### config.mk
export PLATFORM = sky130hd
export DESIGN_NAME = slot_reel_controller
export DESIGN_NICKNAME = d
export VERILOG_FILES = /design/src/rtl/slot_pkg.sv /design/src/rtl/slot_reel.sv /design/src/rtl/slot_reel_controller.sv
export SDC_FILE = /design/constraint.sdc
export NUM_CORES = 1
export LEC_CHECK = 0
export CAP_MARGIN = 20
export CORE_MARGIN = 2
export CORE_UTILIZATION = 35
export CTS_CLUSTER_DIAMETER = 40
export DETAILED_ROUTE_END_ITERATION = 7
export GPL_ROUTABILITY_DRIVEN = 0
export PLACE_DENSITY_LB_ADDON = 0.08
export SLEW_MARGIN = 40
export SYNTH_ARGS = -nofsm -noshare
export SYNTH_HDL_FRONTEND = slang
export SYNTH_SLANG_ARGS = --single-unit
### constraint.sdc
create_clock -name clk -period 2.35 [get_ports clk]
set_input_delay 0.705 -clock clk [delete_from_list [all_inputs] [get_ports clk]]
set_output_delay 0.705 -clock clk [all_outputs]
set_load 0.05 [all_outputs]
### src/rtl/slot_pkg.sv
// slot_pkg: shared constants and types for the slot reel controller.
//   SYMBOL_W       - width of one reel symbol index
//   SLOWDOWN_STEPS - ticks a reel keeps moving after a stop when
//                    SLOT_SLOWDOWN_EN is defined
//   state_e        - controller FSM states
//   symbol_step    - next symbol on a tick (3-bit wraparound)
package slot_pkg;

  localparam int SYMBOL_W       = 3;
  localparam int SLOWDOWN_STEPS = 2;

  typedef enum logic [1:0] {
    IDLE   = 2'd0,
    SPIN   = 2'd1,
    EVAL   = 2'd2,
    RESULT = 2'd3
  } state_e;

  // Symbols wrap 7 -> 0 by plain width truncation.
  function automatic logic [SYMBOL_W-1:0] symbol_step(input logic [SYMBOL_W-1:0] sym);
    return sym + SYMBOL_W'(1);
  endfunction

endpackage

### src/rtl/slot_reel.sv
// slot_reel: one reel. Owns the symbol counter, the spinning flag and,
// when SLOT_SLOWDOWN_EN is defined, the slowdown counter.
// Ports:
//   clk, reset  - clock, asynchronous active-high reset
//   tick        - step strobe from the controller prescaler (SPIN only)
//   spin_start  - one-cycle pulse: start moving (symbol is kept)
//   stop_edge   - qualified stop request (controller is in SPIN)
//   symbol      - current symbol index
//   spinning    - 1 while the reel is moving
// Build option: SLOT_SLOWDOWN_EN - a stop lets the reel run
// SLOWDOWN_STEPS more ticks before it halts.
module slot_reel
  import slot_pkg::*;
(
  input  logic                clk,
  input  logic                reset,
  input  logic                tick,
  input  logic                spin_start,
  input  logic                stop_edge,
  output logic [SYMBOL_W-1:0] symbol,
  output logic                spinning
);

  logic [SYMBOL_W-1:0] symbol_q;
  logic                spinning_q;

  assign symbol   = symbol_q;
  assign spinning = spinning_q;

`ifdef SLOT_SLOWDOWN_EN
  localparam int SLOW_W = $clog2(SLOWDOWN_STEPS + 1);
  localparam logic [SLOW_W-1:0] SLOW_LAST = SLOW_W'(SLOWDOWN_STEPS - 1);

  logic              slow_q;
  logic [SLOW_W-1:0] slow_cnt_q;

  // Symbol stepping, spinning flag and slowdown countdown.
  always_ff @(posedge clk or posedge reset) begin
    if (reset) begin
      symbol_q   <= '0;
      spinning_q <= 1'b0;
      slow_q     <= 1'b0;
      slow_cnt_q <= '0;
    end else begin
      if (spinning_q && tick) begin
        symbol_q <= symbol_step(symbol_q);
      end
      if (spin_start) begin
        spinning_q <= 1'b1;
        slow_q     <= 1'b0;
        slow_cnt_q <= '0;
      end else if (slow_q) begin
        // Later stop edges are ignored; only ticks move the countdown.
        if (tick) begin
          if (slow_cnt_q == SLOW_LAST) begin
            spinning_q <= 1'b0;
            slow_q     <= 1'b0;
            slow_cnt_q <= '0;
          end else begin
            slow_cnt_q <= slow_cnt_q + SLOW_W'(1);
          end
        end
      end else if (stop_edge && spinning_q) begin
        // A tick on this same edge still steps but is not counted.
        slow_q     <= 1'b1;
        slow_cnt_q <= '0;
      end
    end
  end
`else
  // Symbol stepping and immediate stop.
  always_ff @(posedge clk or posedge reset) begin
    if (reset) begin
      symbol_q   <= '0;
      spinning_q <= 1'b0;
    end else begin
      // A stop on a tick edge still takes that tick's increment.
      if (spinning_q && tick) begin
        symbol_q <= symbol_step(symbol_q);
      end
      if (spin_start) begin
        spinning_q <= 1'b1;
      end else if (stop_edge && spinning_q) begin
        spinning_q <= 1'b0;
      end
    end
  end
`endif

endmodule

### src/rtl/slot_reel_controller.sv
// slot_reel_controller: sequences REELS slot reels between debounced
// buttons and the per-reel 7-segment pattern decoders.
// Ports:
//   clk, reset    - clock, asynchronous active-high reset
//   startButton   - start request level (rising edge acts)
//   stopButton    - per-reel stop request levels (rising edges act)
//   reelSymbol    - symbol of reel i at [3i+2:3i]
//   reelSpinning  - 1 while reel i moves
//   busy          - 1 in SPIN and EVAL
//   win           - all symbols equal in the last game; valid in RESULT
// Build option: SLOT_SLOWDOWN_EN (see slot_reel).
module slot_reel_controller
  import slot_pkg::*;
#(
  parameter int REELS    = 3,
  parameter int STEP_DIV = 2500000
) (
  input  logic                      clk,
  input  logic                      reset,
  input  logic                      startButton,
  input  logic [REELS-1:0]          stopButton,
  output logic [SYMBOL_W*REELS-1:0] reelSymbol,
  output logic [REELS-1:0]          reelSpinning,
  output logic                      busy,
  output logic                      win
);

  localparam int CNT_W = $clog2(STEP_DIV);
  localparam logic [CNT_W-1:0] CNT_MAX = CNT_W'(STEP_DIV - 1);

  state_e             state_q, state_d;
  logic [CNT_W-1:0]   cnt_q;
  logic               start_prev_q;
  logic [REELS-1:0]   stop_prev_q;
  logic               busy_q, busy_d;
  logic               win_q, win_d;

  logic               start_edge_s;
  logic [REELS-1:0]   stop_edge_s;
  logic [REELS-1:0]   reel_stop_s;
  logic               tick_s;
  logic               spin_start_s;
  logic               all_stopped_s;
  logic               all_equal_s;

  // Button history; resets to 1 so a button held through reset is not an edge.
  always_ff @(posedge clk or posedge reset) begin
    if (reset) begin
      start_prev_q <= 1'b1;
      stop_prev_q  <= '1;
    end else begin
      start_prev_q <= startButton;
      stop_prev_q  <= stopButton;
    end
  end

  assign start_edge_s  = startButton & ~start_prev_q;
  assign stop_edge_s   = stopButton & ~stop_prev_q;
  assign reel_stop_s   = stop_edge_s & {REELS{state_q == SPIN}};
  assign tick_s        = (state_q == SPIN) && (cnt_q == CNT_MAX);
  assign all_stopped_s = ~|reelSpinning;

  // Step prescaler: restarts on SPIN entry, runs only while in SPIN.
  always_ff @(posedge clk or posedge reset) begin
    if (reset) begin
      cnt_q <= '0;
    end else if (spin_start_s) begin
      cnt_q <= '0;
    end else if (state_q == SPIN) begin
      cnt_q <= tick_s ? '0 : cnt_q + CNT_W'(1);
    end else begin
      cnt_q <= '0;
    end
  end

  // FSM state register.
  always_ff @(posedge clk or posedge reset) begin
    if (reset) begin
      state_q <= IDLE;
    end else begin
      state_q <= state_d;
    end
  end

  // FSM next-state logic.
  always_comb begin
    state_d = state_q;
    case (state_q)
      IDLE:    state_d = start_edge_s ? SPIN : IDLE;
      SPIN:    state_d = all_stopped_s ? EVAL : SPIN;
      EVAL:    state_d = RESULT;
      RESULT:  state_d = start_edge_s ? SPIN : RESULT;
      default: state_d = IDLE;
    endcase
  end

  // Win compare: every reel against reel 0.
  always_comb begin
    all_equal_s = 1'b1;
    for (int i = 1; i < REELS; i++) begin
      all_equal_s = all_equal_s &
                    (reelSymbol[i*SYMBOL_W +: SYMBOL_W] == reelSymbol[SYMBOL_W-1:0]);
    end
  end

  // FSM outputs: spin start pulse and next values of busy/win.
  always_comb begin
    spin_start_s = 1'b0;
    case (state_q)
      IDLE:    spin_start_s = start_edge_s;
      RESULT:  spin_start_s = start_edge_s;
      default: spin_start_s = 1'b0;
    endcase
    busy_d = (state_d == SPIN) || (state_d == EVAL);
    if (spin_start_s) begin
      win_d = 1'b0;
    end else if (state_q == EVAL) begin
      win_d = all_equal_s;
    end else begin
      win_d = win_q;
    end
  end

  // Registered status outputs.
  always_ff @(posedge clk or posedge reset) begin
    if (reset) begin
      busy_q <= 1'b0;
      win_q  <= 1'b0;
    end else begin
      busy_q <= busy_d;
      win_q  <= win_d;
    end
  end

  assign busy = busy_q;
  assign win  = win_q;

  for (genvar g = 0; g < REELS; g++) begin : g_reel
    slot_reel u_reel (
      .clk        (clk),
      .reset      (reset),
      .tick       (tick_s),
      .spin_start (spin_start_s),
      .stop_edge  (reel_stop_s[g]),
      .symbol     (reelSymbol[g*SYMBOL_W +: SYMBOL_W]),
      .spinning   (reelSpinning[g])
    );
  end

endmodule

==> results.tsv, run 1 <==
metric	value	unit
clk buf depth	2	
total vias in the final route	1578	
ys async rst share	100	%
number of flops mapped to enable cells by yosys	0	
Final setup viols	0	
max-slew violations	0	
global route overflow	0	
die height	83.5	um
Max Freq	440	MHz
largest net degree at the start of global routing	43	
Initial Util	36.7	%
Seq pwr share	43.1	%
CP Max Fanout	5	
most used flip-flop cell after synthesis	dfrtp_1	
net switching power	705	uW
Logic pwr share	29.0	%
crit path kind	reg2out	
delay-heaviest family, CP	buffers and inverters	
Reg-to-Reg Start	cnt_q[0]	
Root Buffer	clkbuf_8	
Ports	20	
die width	83.5	um
Slowest cell on crit path	clkdlybuf4s50_1	
worst skew pair latency	300	ps
switch share	34.6	%
final hold vios	0	
Setup TNS Final	0	ps
final worst setup slack	75.8	ps
CTS buffer count	5	
Layout Cells excl Fill	305	
Internal Power	1.34	mW
Critical Path RT	1640	ps
initial DRC count	45	
nets@finish	243	
CP cell instances	clkdlybuf4s50_1	
Worst path max stage delay	840	ps
Startpoint Class	flop	
status	finished, final reports clean	
Yosys warnings	0	
syn_area_per_cell	10.7	sq um
Least-Margin Pin Slew	515	ps
DRT Pass-1 Iters	4	
Crit path buffers/inverters	1	
Post-CTS Hold Buffers	0	
setup bufs post-CTS	0	
Layout area overhead	17.3	%
first-pass GRT wire length	7660	um
WL/cell	14.5	um
CP arrival	1570	ps
DP Worst Slack	78.0	ps
max_slew headroom	65.7	%
Crit. End Element	primary output	
final worst path period need	2270	ps
Leak Pwr	1.13	nW
gr usage total	13.8	%
die outline area	0.00697	sq mm
Final period util	96.8	%
Cells after Synth	206	
syn_nets	220	
DRC	0	
CP Launch Point	g_reel[2].u_reel.spinning	
Tot Pwr	2.04	mW
post-route antenna net violation count	0	
Post-Syn Area	0.00221	sq mm
Cell variety after synth	38	
CTS tree	yes	
Final HPWL DP	3150	um
H-Tree Depth	2	
final core utilization	43.1	%
Power Dens Cells	786	mW/mm^2
RSZ-0062 raised after global routing	false	
Setup Skew	5.69	ps
layout cells sized above 1	13.9	%
Worst Hold Launch	g_reel[2].u_reel.symbol[2]	
max_cap viols	0	
post-placement cell count	296	
clk slew on worst S/H paths	80	ps
clock power share	27.9	%
Worst VDD drop	0.533	mV
Rows	28	
IO buf count	19	
Routed WL	4440	um
vias in the first global route	1586	
vias per inst	5.17	
sequential share of the synthesized area	47.7	%
area of the core	0.00603	sq mm
post-CTS sizing	0	
clk sinks	42	
initial antenna violation count	0	
#FFs+latches synth	42	
n_diodes	0	
worst hold path class	reg2reg	
-- per-layer routing --
metal  up-vias  track usage (%)  wire, um
met5         -                0         0
met4         0             3.67        53
met3         6             4.95       146
met2        23             24.0      2230
met1       770             16.2      2010
li1        779                -         -
-- metrics by stage --
stage	hold WS (ps)	cell area, sq um
6_report	515	2590
5_1_grt	560	2590
4_1_cts	517	2580
3_5_place_dp	505	2470
3_3_place_gp	496	2470
2_1_floorplan	463	2210
-- cell families after synthesis --
| group | count (synthesis) | synth area share (%) |
|---|---|---|
| simple gates | 93 | 26.6 |
| xor+xnor | 19 | 7.52 |
| buf+inv | 16 | 4.58 |
| fa+ha+maj | 8 | 4.53 |
| compound gates | 24 | 7.01 |
| flops | 42 | 47.7 |
| mux | 4 | 1.98 |
-- layout by cell type, fill, tap and decap left out, types with 8 or more instances in the layout --
master / count
dfrtp_1: 38
nor2_1: 19
clkdlybuf4s50_1: 19
xor2_1: 14
nand3_1: 13
or3_1: 10
nand2_1: 10
a21oi_1: 9
ha_1: 8
-- synth_stat cells (all sizes together) (4+ instances only) --
cell | n | area share (%)
or3 | 10 | 2.8
xor2 | 14 | 5.5
ha | 8 | 4.5
a21oi | 9 | 2.0
dfstp | 4 | 4.8
nor2 | 19 | 3.2
o21ai | 7 | 1.6
nand3 | 13 | 2.9
nand4 | 10 | 4.9
xnor2 | 5 | 2.0
nand2 | 10 | 1.7
dfrtp | 38 | 43
nor3 | 8 | 2.5
and4 | 6 | 2.4
nor4 | 4 | 1.8
buf | 9 | 3.4
inv | 6 | 1.0
-- power groups by stage --
stage                     clock, mW  combinational, mW  sequential, mW
final                         0.570              0.592           0.879
after global routing          0.627              0.654           0.890
after CTS                     0.589              0.579           0.881
after detailed placement          0              0.578           0.895
after global placement            0              0.556           0.889
after floorplan                   0              0.440           0.914
-- registers in the layout, indices dropped and copies added, names as in the netlist --
signal	cells
start_prev_q	1
stop_prev_q	3
cnt_q	22
state_q	2
g_reel.u_reel.symbol	9
busy	1
g_reel.u_reel.spinning	3
win	1
-- final timing paths --
path | end | slack [ps] | cells past startpoint
min | g_reel[2].u_reel.symbol[2] | 510 | 1
min reg2reg | g_reel[2].u_reel.symbol[2] | 510 | 1
max in group asynchronous | stop_prev_q[2] | 1320 | 3
max | reelSpinning[2] | 80 | 1
min in group asynchronous | state_q[1] | 770 | 3
max reg2reg | cnt_q[11] | 300 | 6
-- final cells by class --
class / instances / area, sq um
inverters: 6 / 22.5
fillers: 582 / 3430
flip-flops and latches: 42 / 1060
well taps: 75 / 93.8
multi-input cells: 148 / 1050
clock buffers: 5 / 68.8
clock inverters: 3 / 40.0
repair buffers: 26 / 259
(Power assumes the default switching activity.)
==> run 2, diff against run 1 <==
--- a/config.mk
+++ b/config.mk
@@ -12,7 +12,6 @@
 export DETAILED_ROUTE_END_ITERATION = 7
 export GPL_ROUTABILITY_DRIVEN = 0
 export PLACE_DENSITY_LB_ADDON = 0.08
-export SLEW_MARGIN = 40
 export SYNTH_ARGS = -nofsm -noshare
 export SYNTH_HDL_FRONTEND = slang
 export SYNTH_SLANG_ARGS = --single-unit
==> run 2 against run 1 <==
Effect of this change: register-to-register slack is essentially flat; sequential power is essentially flat; combinational power grew 1%; largest cell class is now multi-input combinational cells; global-route usage is the same; clock skew grew 0.51 ps; clock power is essentially flat; sequential share of layout area shrank 0.16 points; hold slack lost 0.63 ps; via count grew 0.76%; clock-buffer cell count is the same; die area is the same; design area grew 0.39%.
==> results.tsv, run 2 (synthesis results as in run 1) <==
metric	value	unit
Rows	28	
Final period util	96.8	%
Crit path buffers/inverters	1	
net switching power	718	uW
CP arrival	1570	ps
clk sinks	42	
number of cells on the critical path	1	
Setup TNS Final	0	ps
Final HPWL DP	3150	um
worst r2r path cells	7	
first-pass GRT wire length	7660	um
Reg-to-Reg Start	state_q[1]	
Startpoint Class	flop	
CTS buffer count	5	
Initial Util	36.7	%
Ports	20	
Final setup viols	0	
status	finished, final reports clean	
Routed WL	4570	um
nets@finish	243	
RSZ-0062 raised after global routing	false	
most frequent cells in the layout	dfrtp_1 (38), nor2_1 (19), clkdlybuf4s50_1 (19), xor2_1 (14), nand3_1 (13)	
Critical Path RT	1640	ps
clk slew on worst S/H paths	80	ps
r2r setup slk	310	ps
Hold EP	g_reel[2].u_reel.symbol[2]	
max_cap viols	0	
die height	83.5	um
vias per inst	5.21	
switch share	35.1	%
CP Launch Point	g_reel[2].u_reel.spinning	
Crit. End Element	primary output	
clock power share	27.8	%
CP Max Fanout	5	
Slowest cell on crit path	clkdlybuf4s50_1	
Worst VDD drop	0.534	mV
layout cells sized above 1	13.9	%
max FFs per register	22	
area of the core	0.00603	sq mm
n_diodes	0	
clk buf depth	2	
WL/cell	15.0	um
final hold vios	0	
largest net degree at the start of global routing	43	
post-placement cell area	0.00247	sq mm
Final Cell Area	0.00261	sq mm
CP cell instances	clkdlybuf4s50_1	
DRC	0	
Power Dens Cells	786	mW/mm^2
initial antenna violation count	0	
Max Freq	439	MHz
Leak Pwr	1.12	nW
final worst path period need	2280	ps
post-CTS sizing	0	
worst skew pair latency	300	ps
Post-CTS Hold Buffers	0	
DRT Pass-1 Iters	4	
worst hold path class	reg2reg	
H-Tree Depth	2	
CTS tree	yes	
Root Buffer	clkbuf_8	
hold path depth	1	
Seq pwr share	42.9	%
initial DRC count	66	
Layout area overhead	17.8	%
commonest non-fill, non-tap cell in the layout	dfrtp_1	
delay-heaviest family, CP	buffers and inverters	
Largest Register	cnt_q	
vias in the first global route	1586	
IO buf count	19	
Logic pwr share	29.3	%
max_slew headroom	62.6	%
crit path kind	reg2out	
post-route antenna net violation count	0	
Worst path max stage delay	840	ps
gr usage total	13.8	%
end of the worst register-to-register path	g_reel[0].u_reel.symbol[1]	
Setup Skew	6.19	ps
global route overflow	0	
max-slew violations	0	
Worst Hold Launch	g_reel[2].u_reel.symbol[2]	
Least-Margin Pin Slew	562	ps
die outline area	0.00697	sq mm
FILL cells	578	
die width	83.5	um
setup bufs post-CTS	0	
Internal Power	1.33	mW
total vias in the final route	1590	
run 2: cell count changes in the layout (fill, tap and decap cells not counted), sizes merged:
cell	previous run	this run
buf	7	6
o31ai	1	2
run 2: metrics by stage:
| step | utilization [%] | power (mW) | setup WS [ps] | std cells | hold WS, ps |
|---|---|---|---|---|---|
| final | 43.2 | 2.05 | 74.3 | 305 | 514 |
| after global routing | 43.2 | 2.17 | 7.88 | 305 | 559 |
| after CTS | 42.9 | 2.05 | 55.5 | 304 | 517 |
| after detailed placement | 41.1 | 1.47 | 78.0 | 296 | 505 |
| after global placement | 41.1 | 1.45 | 227 | 296 | 496 |
| after floorplan | - | 1.35 | 456 | 206 | 463 |
run 2: area by class of cell:
type	count	area (sq um)	area share (%)
clock inverters	3	40.0	1.54
well taps	75	93.8	3.60
multi-input cells	149	1080	41.3
inverters	6	22.5	0.865
flip-flops and latches	42	1060	40.5
repair buffers	25	248	9.51
clock buffers	5	68.8	2.64
run 2: worst reg2reg max path: stages, from the launching register on:
cell and delay, ps:
dfrtp_1 410, inv_1 90, ha_1 160, nor4bb_1 360, buf_4 220, nand2_1 70, nor3_2 250, mux2_2 370
run 2: worst max path at each step:
stage / endpoint
2_1_floorplan: g_reel[0].u_reel.symbol[1]
3_3_place_gp: cnt_q[18]
3_5_place_dp: cnt_q[11]
4_1_cts: reelSpinning[2]
5_1_grt: reelSpinning[2]
6_report: reelSpinning[2]
run 2: power by group through the flow:
| stage | Clock [mW] | Sequential, mW | Combinational (mW) |
|---|---|---|---|
| after floorplan | 0 | 0.914 | 0.440 |
| after global placement | 0 | 0.889 | 0.556 |
| after detailed placement | 0 | 0.895 | 0.578 |
| after CTS | 0.589 | 0.881 | 0.579 |
| after global routing | 0.627 | 0.890 | 0.656 |
| final | 0.569 | 0.878 | 0.599 |
run 2: per-layer routing:
layer	GRT usage, %	part of all wire (%)
met3	4.95	3.7
met4	3.67	0.90
met1	16.2	45
met5	0	0
met2	24.0	50
